--- config.mk ---
export PLATFORM = sky130hd
export DESIGN_NAME = spi_master_cfg
export DESIGN_NICKNAME = d
export VERILOG_FILES = /design/src/rtl/spi_master_cfg.sv
export SDC_FILE = /design/constraint.sdc
export NUM_CORES = 1
export LEC_CHECK = 0
export ABC_AREA = 1
export BUFFER_PORTS_ARGS = -buffer_cell sky130_fd_sc_hd__buf_4
export CORE_MARGIN = 5
export CORE_UTILIZATION = 47
export DETAILED_ROUTE_END_ITERATION = 7
export PLACE_DENSITY = 0.67
export SYNTH_ARGS = -nofsm -noshare
export SYNTH_HDL_FRONTEND = slang
export SYNTH_SLANG_ARGS = --single-unit
--- constraint.sdc ---
create_clock -name clk -period 4.7 [get_ports clk]
set_input_delay 1.41 -clock clk [delete_from_list [all_inputs] [get_ports clk]]
set_output_delay 1.41 -clock clk [all_outputs]
set_load 0.02 [all_outputs]
--- src/rtl/spi_master_cfg.sv ---
// SPI master with per-transfer CPOL/CPHA, SCLK divider and chip select; one full-duplex WIDTH-bit word per request.
// Optional feature: define SPI_MASTER_CFG_LOOPBACK_EN to add a `loopback` input (internal mosi->sample path, no cs_n).
module spi_master_cfg #(
  parameter int WIDTH  = 8,
  parameter int NUM_CS = 1,
  parameter int DIV_W  = 8,
  localparam int CSW   = (NUM_CS > 1) ? $clog2(NUM_CS) : 1
) (
  input  logic              clk,
  input  logic              rst,
  input  logic [WIDTH-1:0]  tx_data,
  input  logic              tx_valid,
  output logic              tx_ready,
  input  logic              cpol,
  input  logic              cpha,
  input  logic [DIV_W-1:0]  div,
  input  logic [CSW-1:0]    cs_sel,
`ifdef SPI_MASTER_CFG_LOOPBACK_EN
  input  logic              loopback,
`endif
  output logic [WIDTH-1:0]  rx_data,
  output logic              rx_valid,
  output logic              busy,
  output logic              sclk,
  output logic              mosi,
  input  logic              miso,
  output logic [NUM_CS-1:0] cs_n
);

  localparam int EW = $clog2(2 * WIDTH);
  localparam logic [EW-1:0] LAST_EDGE = EW'(2 * WIDTH - 1);
  localparam logic [CSW:0] NUM_CS_L = (CSW + 1)'(NUM_CS);

  typedef enum logic [2:0] {
    ST_IDLE  = 3'd0,
    ST_SETUP = 3'd1,
    ST_XFER  = 3'd2,
    ST_HOLD  = 3'd3,
    ST_GAP   = 3'd4
  } state_t;

  state_t            state_r, state_next_s;
  logic [DIV_W:0]    cnt_r;
  logic [EW-1:0]     edge_r;
  logic [DIV_W-1:0]  div_r;
  logic              cpha_r;
  logic [WIDTH-1:0]  tx_sh_r, rx_sh_r, rx_data_r;
  logic [NUM_CS-1:0] cs_n_r, cs_dec_s;
  logic              sclk_r, mosi_r, rx_valid_r, busy_r, tx_ready_r;
  logic              accept_s, step_done_s, edge_s, last_edge_s, sample_s, shift_s;
  logic              sample_bit_s, lb_in_s;

  assign accept_s    = tx_valid && tx_ready_r;
  assign step_done_s = (cnt_r == {1'b0, div_r});
  assign edge_s      = step_done_s && ((state_r == ST_SETUP) || (state_r == ST_XFER));
  assign last_edge_s = (edge_r == LAST_EDGE);
  // edge_r is even on leading edges; sample edge is leading for CPHA=0, trailing for CPHA=1
  assign sample_s    = edge_s && (~edge_r[0] ^ cpha_r);
  assign shift_s     = edge_s && !(~edge_r[0] ^ cpha_r) && (edge_r != '0) && !last_edge_s;

`ifdef SPI_MASTER_CFG_LOOPBACK_EN
  logic lb_r;
  assign lb_in_s      = loopback;
  assign sample_bit_s = lb_r ? mosi_r : miso;

  // Loopback mode latched at accept
  always_ff @(posedge clk or posedge rst) begin
    if (rst) begin
      lb_r <= 1'b0;
    end else if (accept_s) begin
      lb_r <= loopback;
    end else begin
      lb_r <= lb_r;
    end
  end
`else
  assign lb_in_s      = 1'b0;
  assign sample_bit_s = miso;
`endif

  // Chip-select pattern for the requested slave; out-of-range selects none
  always_comb begin
    cs_dec_s = '1;
    for (int i = 0; i < NUM_CS; i++) begin
      if (({1'b0, cs_sel} < NUM_CS_L) && (cs_sel == CSW'(i)) && !lb_in_s) begin
        cs_dec_s[i] = 1'b0;
      end else begin
        cs_dec_s[i] = 1'b1;
      end
    end
  end

  // Next-state decode
  always_comb begin
    state_next_s = state_r;
    case (state_r)
      ST_IDLE: begin
        if (accept_s) state_next_s = ST_SETUP;
        else          state_next_s = ST_IDLE;
      end
      ST_SETUP: begin
        if (step_done_s) state_next_s = ST_XFER;
        else             state_next_s = ST_SETUP;
      end
      ST_XFER: begin
        if (step_done_s && last_edge_s) state_next_s = ST_HOLD;
        else                            state_next_s = ST_XFER;
      end
      ST_HOLD: begin
        if (step_done_s) state_next_s = ST_GAP;
        else             state_next_s = ST_HOLD;
      end
      ST_GAP: begin
        if (step_done_s) state_next_s = ST_IDLE;
        else             state_next_s = ST_GAP;
      end
      default: state_next_s = ST_IDLE;
    endcase
  end

  // State register
  always_ff @(posedge clk or posedge rst) begin
    if (rst) state_r <= ST_IDLE;
    else     state_r <= state_next_s;
  end

  // Datapath: phase counter, shift registers and registered pin/handshake outputs
  always_ff @(posedge clk or posedge rst) begin
    if (rst) begin
      cnt_r      <= '0;
      edge_r     <= '0;
      div_r      <= '0;
      cpha_r     <= 1'b0;
      tx_sh_r    <= '0;
      rx_sh_r    <= '0;
      rx_data_r  <= '0;
      rx_valid_r <= 1'b0;
      sclk_r     <= 1'b0;
      mosi_r     <= 1'b0;
      cs_n_r     <= '1;
      busy_r     <= 1'b0;
      tx_ready_r <= 1'b0;
    end else begin
      rx_valid_r <= 1'b0;
      busy_r     <= (state_next_s != ST_IDLE);
      tx_ready_r <= (state_next_s == ST_IDLE);
      if ((state_r == ST_IDLE) || step_done_s) cnt_r <= '0;
      else                                     cnt_r <= cnt_r + (DIV_W + 1)'(1);
      case (state_r)
        ST_IDLE: begin
          sclk_r <= cpol;
          if (accept_s) begin
            div_r   <= div;
            cpha_r  <= cpha;
            tx_sh_r <= tx_data;
            rx_sh_r <= '0;
            edge_r  <= '0;
            mosi_r  <= tx_data[WIDTH-1];
            cs_n_r  <= cs_dec_s;
          end else begin
            mosi_r <= 1'b0;
            cs_n_r <= '1;
          end
        end
        ST_SETUP, ST_XFER: begin
          if (edge_s) begin
            sclk_r <= ~sclk_r;
            edge_r <= edge_r + EW'(1);
          end
          if (sample_s) rx_sh_r <= {rx_sh_r[WIDTH-2:0], sample_bit_s};
          if (shift_s) begin
            mosi_r  <= tx_sh_r[WIDTH-2];
            tx_sh_r <= {tx_sh_r[WIDTH-2:0], 1'b0};
          end
        end
        ST_HOLD: begin
          if (step_done_s) begin
            cs_n_r     <= '1;
            mosi_r     <= 1'b0;
            rx_data_r  <= rx_sh_r;
            rx_valid_r <= 1'b1;
          end
        end
        ST_GAP: begin
          cs_n_r <= '1;
        end
        default: begin
          cs_n_r <= '1;
        end
      endcase
    end
  end

  assign tx_ready = tx_ready_r;
  assign busy     = busy_r;
  assign rx_data  = rx_data_r;
  assign rx_valid = rx_valid_r;
  assign sclk     = sclk_r;
  assign mosi     = mosi_r;
  assign cs_n     = cs_n_r;

endmodule

After elaboration in Yosys (flattened, before gate mapping)
Cells that the tools add are included.
{"block": "op_classes", "bitwise": 5, "reduce_logical": 27, "magnitude_cmp": 1, "n_eq_ne": 11, "muxes": 28, "add_sub_neg": 2}
{"op": "8-bit two-way mux", "count": 2}
{"op": "8-bit one-hot mux with 2 select lines", "count": 1}
{"op": "3-bit one-hot mux with 5 select lines", "count": 1}
{"op": "7-bit two-way mux", "count": 2}
{"op": "7-bit one-hot mux with 2 select lines", "count": 1}
{"op": "3-bit AND reduction", "count": 4}
{"op": "1-bit two-way mux", "count": 11}
{"op": "2-bit inequality test (second input constant)", "count": 5}
{"op": "9-bit by 1-bit adder with 9-bit output (second input constant)", "count": 1}
{"op": "9-bit by 8-bit equality test with 1-bit output", "count": 1}
{"op": "9-bit two-way mux", "count": 1}
{"op": "1-bit logical AND", "count": 8}
{"op": "4-bit two-way mux", "count": 2}
{"op": "4-bit one-hot mux with 2 select lines", "count": 1}
{"op": "2-bit AND reduction", "count": 4}
{"op": "3-bit by 2-bit equality test with 1-bit output (second input constant)", "count": 2}
{"op": "3-bit zero test", "count": 2}
{"op": "3-bit two-way mux", "count": 2}
{"op": "1-bit one-hot mux with 3 select lines", "count": 2}
{"op": "3-bit nonzero test", "count": 2}
{"op": "4-bit by 1-bit adder with 4-bit output (second input constant)", "count": 1}
{"op": "4-bit equality test (second input constant)", "count": 1}
{"op": "1-bit NOT", "count": 4}
{"op": "4-bit nonzero test", "count": 1}
{"op": "10 further kinds", "count": 12}
{"block": "totals", "output_inout_bits": 14, "register_bits": 54, "inputBits": 23, "word_cells": 88}

Depth between registers and ports, before layout
{"block": "depth", "word_depth": 8, "ltp_mapped": 12, "ltp_nobuf": 12}

Worst setup path after synthesis
No wires, ideal clock.
{"block": "synth_path", "kind": "input port to flip-flop", "start": "input port tx_valid", "end": "register edge_r[0]", "path_stages": 8, "slack_ns": 2.534, "required_ns": 4.579, "setup_ns": 0.121, "n_path_buf": 1, "t_arrival_ns": 2.046, "path_cell_list": "nand2_1 -> nand2_1 -> nand2_1 -> inv_2 -> buf_4 -> nand2_4 -> nand2_1 -> o21ai_1"}
{"block": "synth_via", "elab_chain_len": 3}
{"item": "start, declared", "line_no": "12", "text": "input logic tx_valid,"}
{"item": "1-bit logical AND", "line_no": "53", "text": "assign accept_s = tx_valid && tx_ready_r;"}
{"item": "2-bit inequality test (no source line)"}
{"item": "3-bit AND reduction (no source line)"}
{"item": "end signal, assigned", "line_no": "168", "text": "edge_r <= edge_r + EW'(1);"}
{"item": "end, declared", "line_no": "44", "text": "logic [EW-1:0] edge_r;"}
Every way passes these cells.
A chain may end at the register's enable or synchronous reset.

Final worst setup path
{"block": "layout_path", "start": "register cs_n_r, in the netlist cs_n", "end": "output port cs_n"}
{"item": "start, declared", "line_no": "48", "text": "logic [NUM_CS-1:0] cs_n_r, cs_dec_s;"}
{"item": "start signal, assigned", "line_no": "159", "text": "cs_n_r <= cs_dec_s;"}
{"item": "end, declared", "line_no": "27", "text": "output logic [NUM_CS-1:0] cs_n"}
No word-level cell between the ends.

==> results by group <==
Placed design
  – Port bufs: 36
  – Placed cells: 442
  – Post-DP HPWL: 4080 um
  – RePlAce Congestion: between 0.8 and 0.9

Cells and area
  – Number of nets in the layout: 400
  – Layout cells sized above 1: 28.0%
  – Commonest non-fill, non-tap cell in the layout: nand2_1
  – Non-filler instance count after layout: 450
  – ANT cells: 0
  – Most frequent cells in the layout: 99 x nand2_1, 53 x dfrtp_1, 37 x buf_4
  – Layout Area Growth over Synthesis: 14.6%
  – FILL cells: about 550

Floorplanning
  – IO Pins: 37
  – Die Y: between 80 and 90 um
  – Core Region: 5920 um^2
  – Die area: 7760 um^2
  – Initial core utilization: 48.4%
  – Die Wd: 88.1 um
  – Placement Rows: 28

Logic synthesis
  – Ys Warns: 0
  – Syn Nets: 363
  – Library cells used by synthesis: 31
  – Seq/Total Area, Yosys: between 40% and 50%
  – Avg Inst Size Synth: 8.50 um^2
  – Gate Count Post-Synth: between 300 and 400
  – Mapped cell area: ~2900 um^2
  – Register bit total from synthesis: between 50 and 60

Timing
  – RSZ-0062 raised after global routing: no
  – Max Freq: 416 MHz
  – TNS Setup: 0 ps
  – Min Tclk post-route: 2410 ps
  – Relative slew slack: 30.0%
  – Clk_skew: 8.19 ps
  – Period utilisation layout: 51.2%
  – Worst-Margin Slew: about 1000 ps
  – Slew Viols, Final: 0
  – Count of endpoints failing setup in the final report: 0
  – Final hold vios: 0

CTS
  – Max Root-Sink Buffers: 2
  – CTS clk-pin slew, worst paths: about 100 ps
  – Post-CTS setup buffer count: 0
  – Root buf cell: clkbuf_8
  – Hold buffer count at cts: 0
  – CTS tree: yes
  – Sink Count: 54
  – H-tree depth: 2
  – Clock Latency Late Sink: 320 ps
  – Cts repair resizes: 0
  – CTS Buf Count: 5

Routing
  – Post-Route WL: 5510 um
  – Pre-antenna DRT Iters: 4
  – Post-route antenna net violation count: 0
  – Vias/cell: approximately 4.8
  – Via count: ~2.2k
  – Initial DRC count: 94
  – # DRC: 0
  – Routed WL per cell: around 12 um

Setup path
  – Critical path class: register to output port
  – Crit-path max FO: 2
  – Critical path's top delay family: flip-flops
  – CP Launch Type: register
  – Critical-path cell list: buf_4
  – Slowest stage delay, CP: approximately 550 ps
  – Slowest-stage cell, CP: dfstp_2
  – Crit path DAT: 1000 ps
  – Crit. End Element: output port
  – CP bufs+invs: 1
  – Req. time, crit path: 3290 ps

Power
  – P_leak: 0.00167 uW
  – Peak VDD IR: about 0.13 mV
  – Power Dens Cells: 245 nW/um^2

GRT
  – Total GRT Usage: 15.7%
  – Initial antenna violation count: 0
  – Vias in the first global route: 2046
  – Total congestion overflow: 0
  – Largest net degree at the start of global routing: 50
  – First-pass GRT wire length: 9480 um

Flow run
  – Max Cap Viol: 0

Outcome
  – Status: complete, no violations

Worst hold path
  – Worst hold-check path type: register to register
[where the power goes]
| group | internal (uW) | switching, uW |
|---|---|---|
| sequential | 464 | 0 |
| combinational | 12.3 | 11.9 |
| clock | 160 | 158 |
| total | 636 | 170 |
[state kept, by name, indices dropped and copies added (netlist names)]
| register | cells |
|---|---|
| cnt_r | 9 |
| div_r | 8 |
| rx_data | 8 |
| rx_sh_r | 8 |
| tx_sh_r | 7 |
| edge_r | 4 |
| state_r | 3 |
| busy | 1 |
| cpha_r | 1 |
| cs_n | 1 |
| mosi | 1 |
| rx_valid | 1 |
| sclk | 1 |
| tx_ready | 1 |
[stage by stage]
stage	instance area (um^2)	hold WS, ps	setup slack, ps	total power (uW)	util, %
after floorplan	2870	442	1980	481	-
after global placement	3170	455	2270	498	53.6
after detailed placement	3170	458	2230	499	53.6
after CTS	3280	485	2280	820	55.5
after global routing	3280	517	2270	834	55.5
final	3280	478	2290	806	55.5
[layer usage]
metal  global-route usage [%]  vias up  wire [um]
li1                         -     1133          -
met5                        0        -          0
met2                     24.0       48       2390
met3                     3.67        5        296
met4                     4.53        0         66
met1                     22.4      986       2760
[worst paths after layout]
| path | start | endpoint | slack [ps] | cells after the start |
|---|---|---|---|---|
| setup reg to reg | state_r[1]$_DFF_PP0_ | tx_ready$_DFF_PP0_ | 3010 | 8 |
| min in group asynchronous | rst | rx_data[6]$_DFFE_PP0P_ | 1350 | 2 |
| setup / recovery | cs_n$_DFFE_PP1P_ | cs_n | 2290 | 1 |
| hold reg to reg | rx_sh_r[2]$_DFFE_PP0P_ | rx_sh_r[2]$_DFFE_PP0P_ | 480 | 2 |
| max in group asynchronous | rst | mosi$_DFFE_PP0P_ | 2660 | 3 |
| hold / removal | rx_sh_r[2]$_DFFE_PP0P_ | rx_sh_r[2]$_DFFE_PP0P_ | 480 | 2 |
[logic make-up (layout without fill, tap and decap cells)]
group,count (synthesis),after routing,share of synthesized area (%)
and+or+nand+nor,187,187,32.2
xor gates and xnor gates,6,6,1.83
AOI/OAI and AO/OA,35,35,7.99
adders and majority gates,3,3,1.31
DFF,54,54,47.2
muxes,6,6,2.10
buffers and inverters,46,84,7.38
[Yosys cell counts]
library cell   n  area share (%)
a21oi_2        1            0.31
nand3_2        5             1.7
dfstp_2        1            0.92
inv_1         28             3.7
nor2_8         1            0.70
nand4_1        2            0.44
nand2_1       99              13
a31oi_1        1            0.22
a21oi_1        4            0.70
buf_4          2            0.52
inv_2         11             1.4
buf_6          4             1.6
nor4_1         1            0.22
nand3b_1       1            0.26
nor3_1         4            0.70
o21ai_1        7             1.2
buf_2          1            0.17
nor3b_2        2            0.87
mux2i_1        6             2.1
ha_1           3             1.3
o21ai_2       13             4.0
xor2_1         3            0.92
nand2_2        9             2.0
dfrtp_1       53              46
xnor2_1        3            0.92
o21ai_0        9             1.6
nor2_2         5             1.1
nand3_1       17             3.0
nand2_4        7             2.8
nor2_1        30             3.9
nor2_4         4             1.6
[layout make-up]
cell class / instances / area, um^2 / area share [%]
clock inverter: 3 / 43.8 / 1.33
clock buffer: 5 / 68.8 / 2.10
tap: 75 / 93.8 / 2.86
inverter: 39 / 146 / 4.46
sequential: 54 / 1350 / 41.2
multi-input combinational: 237 / 1300 / 39.6
timing repair buffer: 37 / 278 / 8.46
(Power assumes the default switching activity.)
